$ cat config.mk
export PLATFORM = sky130hd
export DESIGN_NAME = prism_cfg_loader_flat
export DESIGN_NICKNAME = d
export VERILOG_FILES = /design/src/rtl/prism_cfg_pkg.sv /design/src/rtl/prism_cfg_loader_if.sv /design/src/rtl/prism_cfg_fifo.sv /design/src/rtl/prism_cfg_loader.sv /design/src/flat_wrapper.sv
export SDC_FILE = /design/constraint.sdc
export NUM_CORES = 1
export LEC_CHECK = 0
export CAP_MARGIN = 20
export CORE_ASPECT_RATIO = 0.8
export CORE_UTILIZATION = 35
export CTS_CLUSTER_SIZE = 8
export DETAILED_ROUTE_END_ITERATION = 16
export PLACE_DENSITY_LB_ADDON = 0.12
export REMOVE_ABC_BUFFERS = 1
export SLEW_MARGIN = 20
export SYNTH_ARGS = -nofsm -noshare
export SYNTH_HDL_FRONTEND = slang
export SYNTH_SLANG_ARGS = --single-unit
export TNS_END_PERCENT = 100
$ cat constraint.sdc
create_clock -name clk -period 3.6 [get_ports clk]
set_input_delay 0.36 -clock clk [delete_from_list [all_inputs] [get_ports clk]]
set_output_delay 0.36 -clock clk [all_outputs]
set_load 0.005 [all_outputs]
$ cat src/rtl/prism_cfg_pkg.sv
// prism_cfg_pkg: shared types and constants for the PRISM configuration loader.
//   state_t     - loader FSM states
//   ADDR_STRIDE - byte distance between consecutive debug words
//   HALT_CNT_W  - width of the halt down-counter
`timescale 1ns/1ps
package prism_cfg_pkg;

    typedef enum logic [2:0] {
        ST_IDLE,
        ST_HALT,
        ST_WRITE,
        ST_CHECK,
        ST_RELEASE
    } state_t;

    localparam int unsigned ADDR_STRIDE = 4;
    localparam int          HALT_CNT_W  = 8;

endpackage

$ cat src/rtl/prism_cfg_loader_if.sv
// prism_cfg_loader_if: PRISM debug port bundle.
//   dbg_addr/dbg_wr/dbg_wdata - driven by the loader (master)
//   dbg_rdata                 - combinational readback from prism (slave)
`timescale 1ns/1ps
interface prism_cfg_loader_if #(
    parameter int ADDR_W = 6
);
    logic [ADDR_W-1:0] dbg_addr;
    logic              dbg_wr;
    logic [31:0]       dbg_wdata;
    logic [31:0]       dbg_rdata;

    modport master (output dbg_addr, output dbg_wr, output dbg_wdata, input dbg_rdata);
    modport slave  (input dbg_addr, input dbg_wr, input dbg_wdata, output dbg_rdata);
endinterface

$ cat src/rtl/prism_cfg_fifo.sv
// prism_cfg_fifo: synchronous staging FIFO with flush.
//   push/push_data - write strobe and data (dropped when full unless popping)
//   pop            - removes head when not empty
//   flush          - empties the FIFO, wins over push
//   full/empty     - status, from pointers carrying one extra wrap bit
//   head           - word at the read pointer
`timescale 1ns/1ps
module prism_cfg_fifo #(
    parameter int DEPTH = 4,
    parameter int W     = 32
) (
    input  logic         clk,
    input  logic         rst_n,
    input  logic         push,
    input  logic [W-1:0] push_data,
    input  logic         pop,
    input  logic         flush,
    output logic         full,
    output logic         empty,
    output logic [W-1:0] head
);
    localparam int AW = $clog2(DEPTH);

    logic [AW:0]  wr_ptr;
    logic [AW:0]  rd_ptr;
    logic [W-1:0] mem [DEPTH];
    logic         do_pop;
    logic         do_push;

    assign empty   = (wr_ptr == rd_ptr);
    assign full    = (wr_ptr[AW] != rd_ptr[AW]) && (wr_ptr[AW-1:0] == rd_ptr[AW-1:0]);
    assign do_pop  = pop && !empty;
    // A pop frees the slot in the same cycle, so a push into a full FIFO is fine then.
    assign do_push = push && (!full || do_pop) && !flush;
    assign head    = mem[rd_ptr[AW-1:0]];

    always_ff @(posedge clk or negedge rst_n) begin
        if (!rst_n) begin
            wr_ptr <= '0;
            rd_ptr <= '0;
        end else if (flush) begin
            wr_ptr <= '0;
            rd_ptr <= '0;
        end else begin
            if (do_push) wr_ptr <= wr_ptr + 1'b1;
            if (do_pop)  rd_ptr <= rd_ptr + 1'b1;
        end
    end

    always_ff @(posedge clk) begin
        if (do_push) mem[wr_ptr[AW-1:0]] <= push_data;
    end
endmodule

$ cat src/rtl/prism_cfg_loader.sv
// prism_cfg_loader: owns the PRISM debug write port during a bulk reload.
//   start/base_addr/word_count/enable_after - load request and its parameters
//   push_valid/push_data/push_ready         - staging FIFO fill port
//   host_*                                  - host debug access, forwarded while idle
//   clear_err                               - clears err and collision
//   prism                                   - debug bus towards the prism instance
//   prism_reset_o/prism_enable_o            - prism debug_reset / fsm_enable
//   busy/done/err/err_idx/collision         - status
//
// state      | meaning
// IDLE       | host passthrough, waiting for start
// HALT       | prism held in reset for HALT_CYCLES cycles
// WRITE      | write FIFO head to base+4*idx, stalls while FIFO empty
// CHECK      | compare readback with the written word
// RELEASE    | one cycle: drop reset, apply enable, pulse done
`timescale 1ns/1ps
module prism_cfg_loader
    import prism_cfg_pkg::*;
#(
    parameter int FIFO_DEPTH  = 4,
    parameter int HALT_CYCLES = 2,
    parameter int ADDR_W      = 6
) (
    input  logic              clk,
    input  logic              rst_n,
    input  logic              start,
    input  logic [ADDR_W-1:0] base_addr,
    input  logic [4:0]        word_count,
    input  logic              enable_after,
    input  logic              push_valid,
    input  logic [31:0]       push_data,
    output logic              push_ready,
    input  logic [ADDR_W-1:0] host_addr,
    input  logic              host_wr,
    input  logic [31:0]       host_wdata,
    input  logic              host_enable,
    input  logic              host_reset,
    input  logic              clear_err,
    prism_cfg_loader_if.master prism,
    output logic              prism_reset_o,
    output logic              prism_enable_o,
    output logic              busy,
    output logic              done,
    output logic              err,
    output logic [4:0]        err_idx,
    output logic              collision
);
    state_t                state;
    logic [ADDR_W-1:0]     base_q;
    logic [4:0]            count_q;
    logic                  en_q;
    logic                  abort_q;
    logic [4:0]            idx;
    logic [HALT_CNT_W-1:0] halt_cnt;
    logic [31:0]           wdata_q;
    logic [ADDR_W-1:0]     wr_addr;
    logic                  fifo_full;
    logic                  fifo_empty;
    logic [31:0]           fifo_head;
    logic                  fifo_pop;
    logic                  mismatch;

    assign wr_addr    = base_q + ADDR_W'(32'(idx) * ADDR_STRIDE);
    assign fifo_pop   = (state == ST_WRITE) && !fifo_empty;
    assign mismatch   = (state == ST_CHECK) && (prism.dbg_rdata != wdata_q);
    assign push_ready = !fifo_full;

    prism_cfg_fifo #(.DEPTH(FIFO_DEPTH), .W(32)) u_fifo (
        .clk       (clk),
        .rst_n     (rst_n),
        .push      (push_valid),
        .push_data (push_data),
        .pop       (fifo_pop),
        .flush     (mismatch),
        .full      (fifo_full),
        .empty     (fifo_empty),
        .head      (fifo_head)
    );

    always_ff @(posedge clk or negedge rst_n) begin
        if (!rst_n) begin
            state     <= ST_IDLE;
            base_q    <= '0;
            count_q   <= '0;
            en_q      <= 1'b0;
            abort_q   <= 1'b0;
            idx       <= '0;
            halt_cnt  <= '0;
            wdata_q   <= '0;
            busy      <= 1'b0;
            done      <= 1'b0;
            err       <= 1'b0;
            err_idx   <= '0;
            collision <= 1'b0;
        end else begin
            done <= 1'b0;
            // Set events are written after the clear so they win in the same cycle.
            if (clear_err) begin
                err       <= 1'b0;
                collision <= 1'b0;
            end
            if (host_wr && state != ST_IDLE) collision <= 1'b1;

            case (state)
                ST_IDLE: begin
                    if (start) begin
                        base_q   <= base_addr;
                        count_q  <= word_count;
                        en_q     <= enable_after;
                        idx      <= '0;
                        abort_q  <= 1'b0;
                        halt_cnt <= HALT_CNT_W'(HALT_CYCLES - 1);
                        busy     <= 1'b1;
                        if (word_count == 5'd0) begin
                            state <= ST_RELEASE;
                            done  <= 1'b1;
                        end else begin
                            state <= ST_HALT;
                        end
                    end
                end
                ST_HALT: begin
                    if (halt_cnt == '0) state <= ST_WRITE;
                    else                halt_cnt <= halt_cnt - 1'b1;
                end
                ST_WRITE: begin
                    if (!fifo_empty) begin
                        wdata_q <= fifo_head;
                        state   <= ST_CHECK;
                    end
                end
                ST_CHECK: begin
                    if (mismatch) begin
                        if (!err) err_idx <= idx;
                        err     <= 1'b1;
                        abort_q <= 1'b1;
                        state   <= ST_RELEASE;
                        done    <= 1'b1;
                    end else if (idx == count_q - 5'd1) begin
                        state <= ST_RELEASE;
                        done  <= 1'b1;
                    end else begin
                        idx   <= idx + 5'd1;
                        state <= ST_WRITE;
                    end
                end
                ST_RELEASE: begin
                    state <= ST_IDLE;
                    busy  <= 1'b0;
                end
                default: begin
                    state <= ST_IDLE;
                    busy  <= 1'b0;
                end
            endcase
        end
    end

    always_comb begin
        prism.dbg_addr  = host_addr;
        prism.dbg_wr    = host_wr;
        prism.dbg_wdata = host_wdata;
        prism_reset_o   = host_reset;
        prism_enable_o  = host_enable;
        case (state)
            ST_HALT, ST_CHECK: begin
                prism.dbg_addr  = wr_addr;
                prism.dbg_wr    = 1'b0;
                prism.dbg_wdata = wdata_q;
                prism_reset_o   = 1'b1;
                prism_enable_o  = 1'b0;
            end
            ST_WRITE: begin
                prism.dbg_addr  = wr_addr;
                prism.dbg_wr    = !fifo_empty;
                prism.dbg_wdata = fifo_head;
                prism_reset_o   = 1'b1;
                prism_enable_o  = 1'b0;
            end
            ST_RELEASE: begin
                prism.dbg_addr  = wr_addr;
                prism.dbg_wr    = 1'b0;
                prism.dbg_wdata = wdata_q;
                prism_reset_o   = 1'b0;
                prism_enable_o  = en_q && !abort_q;
            end
            default: ;
        endcase
    end
endmodule

$ cat src/flat_wrapper.sv
// flat-port wrapper written by rule: the top's interface ports become plain ports
module prism_cfg_loader_flat import prism_cfg_pkg::*;
#(
    parameter int FIFO_DEPTH  = 4,
    parameter int HALT_CYCLES = 2,
    parameter int ADDR_W      = 6
)
  (clk, rst_n, start, base_addr, word_count, enable_after, push_valid, push_data, push_ready, host_addr, host_wr, host_wdata, host_enable, host_reset, clear_err, prism_reset_o, prism_enable_o, busy, done, err, err_idx, collision, prism_dbg_addr, prism_dbg_wr, prism_dbg_wdata, prism_dbg_rdata);
  prism_cfg_loader_if #(.ADDR_W(ADDR_W)) prism_i ();
  input  logic clk;
  input  logic rst_n;
  input  logic start;
  input  logic [ADDR_W-1:0] base_addr;
  input  logic [4:0] word_count;
  input  logic enable_after;
  input  logic push_valid;
  input  logic [31:0] push_data;
  output logic push_ready;
  input  logic [ADDR_W-1:0] host_addr;
  input  logic host_wr;
  input  logic [31:0] host_wdata;
  input  logic host_enable;
  input  logic host_reset;
  input  logic clear_err;
  output logic prism_reset_o;
  output logic prism_enable_o;
  output logic busy;
  output logic done;
  output logic err;
  output logic [4:0] err_idx;
  output logic collision;
  output wire logic [$bits(prism_i.dbg_addr)-1:0] prism_dbg_addr;
  output wire logic [$bits(prism_i.dbg_wr)-1:0] prism_dbg_wr;
  output wire logic [$bits(prism_i.dbg_wdata)-1:0] prism_dbg_wdata;
  input wire logic [$bits(prism_i.dbg_rdata)-1:0] prism_dbg_rdata;
  assign prism_dbg_addr = prism_i.dbg_addr;
  assign prism_dbg_wr = prism_i.dbg_wr;
  assign prism_dbg_wdata = prism_i.dbg_wdata;
  assign prism_i.dbg_rdata = prism_dbg_rdata;
  prism_cfg_loader #(.FIFO_DEPTH(FIFO_DEPTH), .HALT_CYCLES(HALT_CYCLES), .ADDR_W(ADDR_W)) u_core (.clk(clk), .rst_n(rst_n), .start(start), .base_addr(base_addr), .word_count(word_count), .enable_after(enable_after), .push_valid(push_valid), .push_data(push_data), .push_ready(push_ready), .host_addr(host_addr), .host_wr(host_wr), .host_wdata(host_wdata), .host_enable(host_enable), .host_reset(host_reset), .clear_err(clear_err), .prism(prism_i), .prism_reset_o(prism_reset_o), .prism_enable_o(prism_enable_o), .busy(busy), .done(done), .err(err), .err_idx(err_idx), .collision(collision));
endmodule
* Yosys cells after proc, flatten, opt, wreduce, memory -nomap -nowiden
Memory sizes are Yosys's and may differ from the RTL's.
Index checks and enable logic that the tools add are counted.
** Storage, ports and cells
- Output and inout port bits :: 51
- Memories :: 1
- Flip-flop bits (word level) :: 76
- Memory bits (writable) :: 128
- Word-level logic and storage cells :: 114
- Bits of input ports :: 122
** Cells by class
- Reduce and logical (&&, ||, !) cells :: 33
- Muxes and demuxes :: 40
- Add/subtract/negate cells :: 6
- Bitwise gates (word level) :: 3
- Equality and inequality tests :: 16
** Memories
- u_core.u_fifo.mem :: depth 4, width 32, rd ports 1, clocked after memory_dff 0, wr ports 1, RTL line prism_cfg_fifo.sv:26 : logic [W-1:0] mem [DEPTH];
** Operators with widths (number)
- $pmux W32 S2 :: 1
- $ne A32 B32 Y1 :: 1
- $mux W3 :: 10
- $mux W8 :: 2
- $pmux W8 S2 :: 1
- $mux W5 :: 3
- $mux W1 :: 14
- $ne A2 B2 Y1 const B :: 6
- $pmux W1 S2 :: 6
- $pmux W3 S4 :: 1
- $reduce_and A3 Y1 :: 4
- $pmux W5 S2 :: 1
- $reduce_bool A2 Y1 :: 5
- $logic_and A1 B1 Y1 :: 8
- $logic_not A8 Y1 :: 1
- $sub A8 B1 Y8 const B :: 1
- $add A3 B1 Y3 const B :: 2
- $add A6 B6 Y6 :: 1
- $eq A3 B2 Y1 const B :: 2
- $mux W6 :: 1
- $reduce_and A2 Y1 :: 3
- $reduce_or A3 Y1 :: 2
- $add A5 B1 Y5 const B :: 1
- $eq A5 B5 Y1 :: 1
- other kinds (15) :: 20

* Longest topological paths before layout
Gate-level depths: netlist (run 1).
- Word-level depth :: 9
- Mapped depth :: 9
- Depth with buffers taken out :: 8

* By module
From an unflattened synthesis (run 1), not the netlist that was laid out.
** Unflattened totals
- Cell total of the unflattened synthesis :: 768
- Area total of the unflattened synthesis :: 10114.7 µm²
** By module, submodules not included
- prism_cfg_fifo :: area each 5182.5 µm², instances 1, cells an instance 223, sequential area each 3993.8 µm²
- prism_cfg_loader :: area each 4932.2 µm², instances 1, cells an instance 545, sequential area each 1751.7 µm²

* Least setup slack after synthesis (run 1)
No wires, ideal clock.
- Path kind :: flip-flop to flip-flop
- Start :: register u_core.wdata_q[20]
- End :: memory u_core.u_fifo.mem[3][0] (enable)
- Required time :: 3.179 ns
- Arrival time :: 2.623 ns
- Cell stages (with the launch flop) :: 7
- Slack :: 0.556 ns
- Path through :: dfrtp_1 -> xnor2_1 -> nand4_1 -> nor4_1 -> a21boi_0 -> buf_2 -> nor2_1
** Between the ends
- Longest elaborated chain between the ends :: 6
** Ends and longest elaborated chain
- from (decl) :: RTL line prism_cfg_loader.sv:55 : logic [31:0] wdata_q;
- from (signal assigned) :: RTL line prism_cfg_loader.sv:128 : wdata_q <= fifo_head;
- $ne A32 B32 Y1 :: RTL line prism_cfg_loader.sv:65 : assign mismatch = (state == ST_CHECK) && (prism.dbg_rdata != wdata_q);
- $logic_and A1 B1 Y1 :: RTL line prism_cfg_loader.sv:65
- $logic_not A1 Y1 :: RTL line prism_cfg_fifo.sv:34 : assign do_push = push && (!full || do_pop) && !flush;
- $logic_and A1 B1 Y1 :: RTL line prism_cfg_fifo.sv:34
- $mux W1 :: RTL line prism_cfg_fifo.sv:51 : if (do_push) mem[wr_ptr[AW-1:0]] <= push_data;
- $mux W1 (implied by the code) :: RTL line prism_cfg_fifo.sv:51
- to (decl) :: RTL line prism_cfg_fifo.sv:26
Every way passes these cells.

* Worst setup path after layout (run 1)
- Start :: register u_core.state[2]
- End :: output port prism_dbg_addr[1]
** Between the ends
- Longest elaborated chain between the ends :: 3
- Elaborated cells on any way between the ends :: 6
- Classes of those cells :: eq/ne: 4; mux: 1; reduce/logical: 1
** Ends and longest elaborated chain
- from (decl) :: RTL line prism_cfg_loader.sv:48 : state_t state;
- from (signal assigned) :: RTL line prism_cfg_loader.sv:82 : state <= ST_IDLE;
- from (signal assigned) :: RTL line prism_cfg_loader.sv:115 : state <= ST_RELEASE;
- from (signal assigned) :: RTL line prism_cfg_loader.sv:118 : state <= ST_HALT;
- $eq A3 B1 Y1 (tied with other cells) :: RTL line prism_cfg_loader.sv:165 : case (state)
- $reduce_or A4 Y1 (no source line) (*)
- $mux W6 (*) :: RTL line prism_cfg_loader.sv:165
- to (decl) :: RTL line flat_wrapper.sv:32 : output wire logic [$bits(prism_i.dbg_addr)-1:0] prism_dbg_addr;
Every way passes the cells marked *; elsewhere a longest branch is shown, timed or not.

==> summary.txt, run 1 <==
Status
  – Result of the run: complete, no violations

Route
  – Drt wl/cell: slightly below 20 um
  – Pre-Repair DR Iteration Count: 5
  – Drt drc: 0
  – Total via count in the routed design: ~6100
  – Count of nets left with antenna violations after detail routing: 0
  – Overall routed net length: roughly 24000 um
  – Avg Vias per Cell: 5.006
  – Iter 0 DRT Violations: between 300 and 400

Clock tree
  – Root buffer cell: clkbuf_16
  – Setup Buffers After CTS: 0
  – Post-CTS resize count: 0
  – CTS tree: yes
  – Count of clock tree sinks: 204
  – Hold buffer count at cts: 0
  – Worst skew pair latency: between 0.5 and 0.6 ns
  – Clock transition at path regs: roughly 0.050 ns
  – Max clock buf depth: 3
  – Number of levels in the clock H-tree: 1
  – Total CTS buffers: 29

Floorplan
  – Area of the die: about 27000 um2
  – Starting Density: 0.3558
  – Die extent in y: between 100 and 150 um
  – Horizontal die dimension: roughly 180 um
  – Core region area: ~26000 um2
  – Placement Rows: between 50 and 60
  – Count of boundary I/O pins: between 150 and 200

Global routing
  – Maximum number of pins on one net before global-route repair: 77
  – First-pass GRT wire length: about 37000 um
  – Antenna violations before repair: 1
  – Total global-route track usage: 0.1788
  – Grt ovf: 0
  – Via count of the first global-routing pass: 6448

Yosys
  – Sequential-to-total area share from yosys stat: 0.6165
  – Yosys warnings: 0
  – Synth unique cells: between 50 and 60
  – Ys flop type: edfxtp_1
  – Mean area per synthesized cell: between 10 and 15 um2
  – Number of synthesized flops with an enable pin: 128
  – Seq cells post-synth: about 200
  – Gate count of the mapped netlist: around 650
  – Post-synthesis instance area: just over 9000 um2
  – Async set or reset register ratio after synthesis: 0.3725

Power and ir drop
  – Cell leakage power: 4.514 nW
  – Largest vdd supply drop: around 0.43 mV
  – Total power divided by cell area: 858.9 nW/um2
  – Total design power: roughly 11 mW

Place
  – Weighted congestion at the end of routability-driven global placement: between 0.7 and 0.8
  – IO Port Bufs: 172
  – Hpwl dp: between 15000 and 20000 um
  – Total cell area at the placement stage: roughly 12000 um2

Worst setup path
  – Launching element type of the critical path: register
  – Endpoint kind of the worst setup timing path: primary output
  – Setup Crit Path Kind: reg2out
  – Arrival time of data at the critical path endpoint: around 3.0 ns
  – Worst-path maximum fanout: 22
  – Required time at the endpoint of the critical path: roughly 3.2 ns

Timing
  – Worst hold slack across all endpoints: around 0.38 ns
  – Largest clock skew in the final design: between 0.01 and 0.015 ns
  – Highest clock rate: around 0.3 GHz
  – Unrepaired setup endpoints after global routing: no
  – Setup Viol. Count Final: 0
  – Final sum of negative setup slack: 0 ns
  – Worst Max-Slew Pin Slew: 0.7644 ns
  – Time the final worst path needs with I/O delays and setup: ~3.4 ns
  – Fin crit share: 0.9388
  – Count of final max-slew check failures: 0
  – Hold violation total from the final report: 0
  – Slew Limit Headroom: 0.4904

Layout
  – NumNets Final: between 900 and 1000
  – Layout cells sized above 1: 0.1628
  – Relative area change from synthesis to final layout: 33.24%
  – Final design instance area without fill: about 12000 um2
  – Filler Cells Inserted: between 2000 and 2500
  – Antenna diode count: 0
  – Final core occ: 0.4741

Worst hold path
  – Hold Crit Class: in2reg

Job
  – Max-capacitance violation count: 0
[synthesized netlist by cell type, types with 2 or more instances]
cell type  count  share of area
a211o_1        2         0.0019
a21o_1         3         0.0024
a21oi_1       38          0.020
a22o_1         2         0.0019
a31oi_1        3         0.0020
and2_1         6         0.0040
and2b_1        2         0.0016
buf_1          4         0.0016
buf_2         10         0.0054
clkbuf_1      19         0.0077
dfrtp_1       76           0.20
edfxtp_1     128           0.41
ha_1          12          0.016
inv_1         12         0.0048
mux2_2        40          0.048
mux2i_1       36          0.039
mux4_2        32          0.077
nand2_1       49          0.020
nand3_1        2         0.0011
nand4_1        9         0.0060
nor2_1        23         0.0093
nor3_1         4         0.0021
nor4_1         4         0.0027
o211ai_1       4         0.0032
o21ai_0       15         0.0081
o21ba_2        2         0.0021
o22ai_1       32          0.021
or3_1          4         0.0027
xnor2_1       44          0.041
xor2_1         8         0.0075
[final timing paths]
| check | slack [ns] | startpoint | endpoint | cells past startpoint |
|---|---|---|---|---|
| min reg2reg | 0.48 | u_core.base_q[4]$_DFFE_PN0P_ | u_core.base_q[4]$_DFFE_PN0P_ | 2 |
| min in group asynchronous | 0.46 | rst_n | u_core.halt_cnt[6]$_DFFE_PN0P_ | 2 |
| max | 0.22 | u_core.state[2]$_DFFE_PN0P_ | prism_dbg_addr[1] | 4 |
| min | 0.38 | base_addr[0] | u_core.base_q[0]$_DFFE_PN0P_ | 3 |
| max reg2reg | 0.77 | u_core.wdata_q[18]$_DFFE_PN0P_ | u_core.u_fifo.mem[0][21]$_DFFE_PP_ | 8 |
| max in group asynchronous | 2.58 | rst_n | u_core.u_fifo.rd_ptr[0]$_DFFE_PN0P_ | 2 |
[cell type report]
type / count / area (um2) / share of cell area
Inverter: 12 / 45.04 / 0.003627
Clock buffer: 51 / 808.3 / 0.06509
Timing Repair Buffer: 191 / 1931 / 0.1555
Tap cell: 357 / 446.7 / 0.03597
Sequential cell: 204 / 5749 / 0.4630
Clock inverter: 1 / 30.03 / 0.002418
Multi-Input combinational cell: 395 / 3408 / 0.2745
[worst max-delay path: stages, from the launching register on]
cell and delay, ns:
dfrtp_1 0.68, nand2_2 0.51, nand2_1 0.46, mux2_2 0.38
clkdlybuf4s50_1 0.46
[layer usage]
metal / GRT usage / wire, um / vias up
li1: - / - / 2827
met1: 0.2480 / 11090 / 3036
met2: 0.2870 / 11170 / 166
met3: 0.03597 / 1263 / 33
met4: 0.04500 / 457 / 0
met5: 0 / 0 / -
[metrics by stage]
step | setup WS, ns | std cells
2_1_floorplan | -0.2010 | 611
3_3_place_gp | 0.2220 | 1158
3_5_place_dp | 0.2018 | 1158
4_1_cts | 0.1756 | 1210
5_1_grt | 0.05666 | 1211
6_report | 0.2203 | 1211
[power breakdown]
part	internal [mW]	total, mW	switching [mW]
Clock	1.56	2.50	0.937
Sequential	3.20	3.67	0.470
Combinational	2.38	4.50	2.11
[cells in the final DEF, fill, tap and decap left out, types with 3 or more instances in the layout]
cell type          n
dfrtp_1           73
or3_1              4
edfxtp_1         128
mux2_2            40
a21o_1             3
nor3_1             4
nand2_1           48
o21ai_0           15
mux4_2            32
clkbuf_16         29
nor4_1             4
nor2_1            21
clkdlybuf4s50_1  171
o22ai_1           32
o211ai_1           4
a31oi_1            3
and2_1             3
ha_1              12
dfrtp_2            3
mux2i_1           36
xnor2_1           44
clkbuf_1          22
inv_1             12
buf_12             5
xor2_1             8
nand4_1            9
and2_2             3
a21oi_1           37
buf_4             13
[flip-flops by register name, summed over array words and instances (netlist names)]
register	cells
u_core.idx	5
u_core.u_fifo.rd_ptr	3
u_core.collision	1
u_core.err	1
u_core.count_q	5
u_core.abort_q	1
u_core.u_fifo.mem	128
u_core.u_fifo.wr_ptr	3
u_core.wdata_q	32
u_core.state	3
u_core.base_q	6
u_core.halt_cnt	8
u_core.en_q	1
u_core.done	1
u_core.busy	1
u_core.err_idx	5
[logic make-up after synthesis]
kind of cell,after synthesis,synth area share
AOI/OAI and AO/OA,108,0.07142
xor gates and xnor gates,52,0.04887
adders and majority gates,13,0.01826
buffers and inverters,47,0.02148
DFF,204,0.6165
muxes,108,0.1643
and+or+nand+nor,114,0.05920
Note: power is estimated with default switching activity, not from simulation.
==> run 2: changes to the inputs <==
--- a/config.mk
+++ b/config.mk
@@ -10,6 +10,7 @@
 export CORE_UTILIZATION = 35
 export CTS_CLUSTER_SIZE = 8
 export DETAILED_ROUTE_END_ITERATION = 16
+export MAX_ROUTING_LAYER = met4
 export PLACE_DENSITY_LB_ADDON = 0.12
 export REMOVE_ABC_BUFFERS = 1
 export SLEW_MARGIN = 20
==> run 2 against run 1 <==
  * Global-route usage up 0.55 points
  * Sequential cell count unchanged
  * Clock power about the same
  * Combinational power about the same
  * Total power about the same
  * Cell count about the same
  * Clock skew about the same
  * Sequential power about the same
  * Worst setup slack worse by 0.0047 ns
  * Critical endpoint unchanged
  * Highest routed layer unchanged
==> summary.txt, run 2 (synthesis results as in run 1) <==
Status
  – Result of the run: complete, no violations

Place
  – Total cell area at the placement stage: about 12000 um2
  – Hpwl dp: around 16000 um
  – Worst setup timing slack at the placement stage: 0.2018 ns
  – Weighted congestion at the end of routability-driven global placement: 0.7781
  – IO Port Bufs: between 150 and 200

Route
  – Iter 0 DRT Violations: roughly 320
  – Overall routed net length: 23930 um
  – Count of nets left with antenna violations after detail routing: 0
  – Drt drc: 0
  – Avg Vias per Cell: about 5
  – Drt wl/cell: ~20 um
  – Pre-Repair DR Iteration Count: 5
  – Total via count in the routed design: roughly 6100

Clock tree
  – Clock transition at path regs: 0.05 ns
  – Post-CTS resize count: 0
  – Number of levels in the clock H-tree: 1
  – Max clock buf depth: 3
  – Root buffer cell: clkbuf_16
  – CTS tree: yes
  – Total CTS buffers: 29
  – Count of clock tree sinks: around 200
  – Worst skew pair latency: ~0.52 ns
  – Hold buffer count at cts: 0
  – Setup Buffers After CTS: 0

Timing
  – Time the final worst path needs with I/O delays and setup: ~3.4 ns
  – Count of final max-slew check failures: 0
  – Hold violation total from the final report: 0
  – Largest clock skew in the final design: roughly 0.012 ns
  – Post-route worst setup slack: around 0.22 ns
  – Worst Max-Slew Pin Slew: 0.7635 ns
  – Fin crit share: 0.9401
  – Slew Limit Headroom: 0.4910
  – Setup Viol. Count Final: 0
  – Final sum of negative setup slack: 0 ns
  – Unrepaired setup endpoints after global routing: no
  – Highest clock rate: about 0.30 GHz

Layout
  – Most common cell after layout, fill and taps aside: clkdlybuf4s50_1
  – NumNets Final: just under 1000
  – Top library cells by usage in the layout, fill and taps aside: clkdlybuf4s50_1 (171), edfxtp_1 (128), dfrtp_1 (73)
  – Flip-flop count of the largest register after layout: ~130
  – Layout cells sized above 1: 0.1628
  – Final design instance area without fill: roughly 12000 um2
  – Relative area change from synthesis to final layout: 33.27%

Worst setup path
  – Arrival time of data at the critical path endpoint: about 3.0 ns
  – Required time at the endpoint of the critical path: roughly 3.2 ns
  – R2R Setup Slk: around 0.74 ns
  – Endpoint kind of the worst setup timing path: primary output
  – Worst-path maximum fanout: 22
  – Launching element type of the critical path: register
  – Setup Crit Path Kind: reg2out

Global routing
  – Antenna violations before repair: 1
  – First-pass GRT wire length: between 30000 and 40000 um
  – Via count of the first global-routing pass: 6456
  – Total global-route track usage: 0.1843
  – Maximum number of pins on one net before global-route repair: between 70 and 80
  – Grt ovf: 0

Power and ir drop
  – Cell leakage power: approximately 4.5 nW
  – Total power divided by cell area: between 800 and 900 nW/um2
  – Largest vdd supply drop: 0.4317 mV

Floorplan
  – Area of the die: around 27000 um2
  – Starting Density: 0.3558
  – Die extent in y: between 100 and 150 um
  – Count of boundary I/O pins: between 150 and 200
  – Placement Rows: 53
  – Horizontal die dimension: roughly 180 um
  – Core region area: between 20000 and 30000 um2

Job
  – Max-capacitance violation count: 0

Worst hold path
  – Hold Crit Class: in2reg
## run 2: changes by cell type in the layout (fill, tap and decap cells not counted)
cell / before / now
diode_2: 0 / 1
## run 2: worst paths after layout
path | startpoint | to | depth (start not counted)
max | u_core.state[2]$_DFFE_PN0P_ | prism_dbg_addr[1] | 4
min | base_addr[0] | u_core.base_q[0]$_DFFE_PN0P_ | 3
max reg2reg | u_core.wdata_q[3]$_DFFE_PN0P_ | u_core.u_fifo.mem[0][19]$_DFFE_PP_ | 8
min reg2reg | u_core.base_q[4]$_DFFE_PN0P_ | u_core.base_q[4]$_DFFE_PN0P_ | 2
max in group asynchronous | rst_n | u_core.u_fifo.rd_ptr[0]$_DFFE_PN0P_ | 2
min in group asynchronous | rst_n | u_core.base_q[1]$_DFFE_PN0P_ | 2
## run 2: cell type report
| class | count | area [um2] |
|---|---|---|
| diodes | 1 | 2.502 |
| clock buffers | 51 | 808.3 |
| clock inverters | 1 | 30.03 |
| fillers | 2323 | 13770 |
| inverters | 12 | 45.04 |
| multi-input cells | 395 | 3408 |
| flip-flops and latches | 204 | 5749 |
| well taps | 357 | 446.7 |
| repair buffers | 191 | 1931 |
## run 2: where the power goes
| part | total [mW] | switching (mW) | internal (mW) |
|---|---|---|---|
| Sequential | 3.67 | 0.471 | 3.20 |
| Combinational | 4.49 | 2.10 | 2.38 |
| Clock | 2.50 | 0.938 | 1.56 |
| Total | 10.7 | 3.51 | 7.15 |
## run 2: critical path, stage by stage (launching register included)
cell             delay [ns]
dfrtp_1                0.68
nand2_2                0.51
nand2_1                0.47
mux2_2                 0.38
clkdlybuf4s50_1        0.46
## run 2: stage by stage
| stage | hold slack [ns] | total power, mW | instances | utilization |
|---|---|---|---|---|
| after floorplan | 0.06441 | 6.127 | 611 | - |
| after global placement | 0.4540 | 8.165 | 1158 | 0.4416 |
| after detailed placement | 0.4674 | 8.248 | 1158 | 0.4416 |
| after CTS | 0.06717 | 10.82 | 1210 | 0.4736 |
| after global routing | 0.3886 | 11.32 | 1212 | 0.4742 |
| final | 0.3789 | 10.66 | 1212 | 0.4742 |
## run 2: layer usage
metal,global-route usage,routed length [um],vias up
met1,0.2504,11120,3028
met2,0.2868,11160,172
met5,-,0,-
li1,-,-,2822
met4,0.04500,471,0
met3,0.03252,1177,40
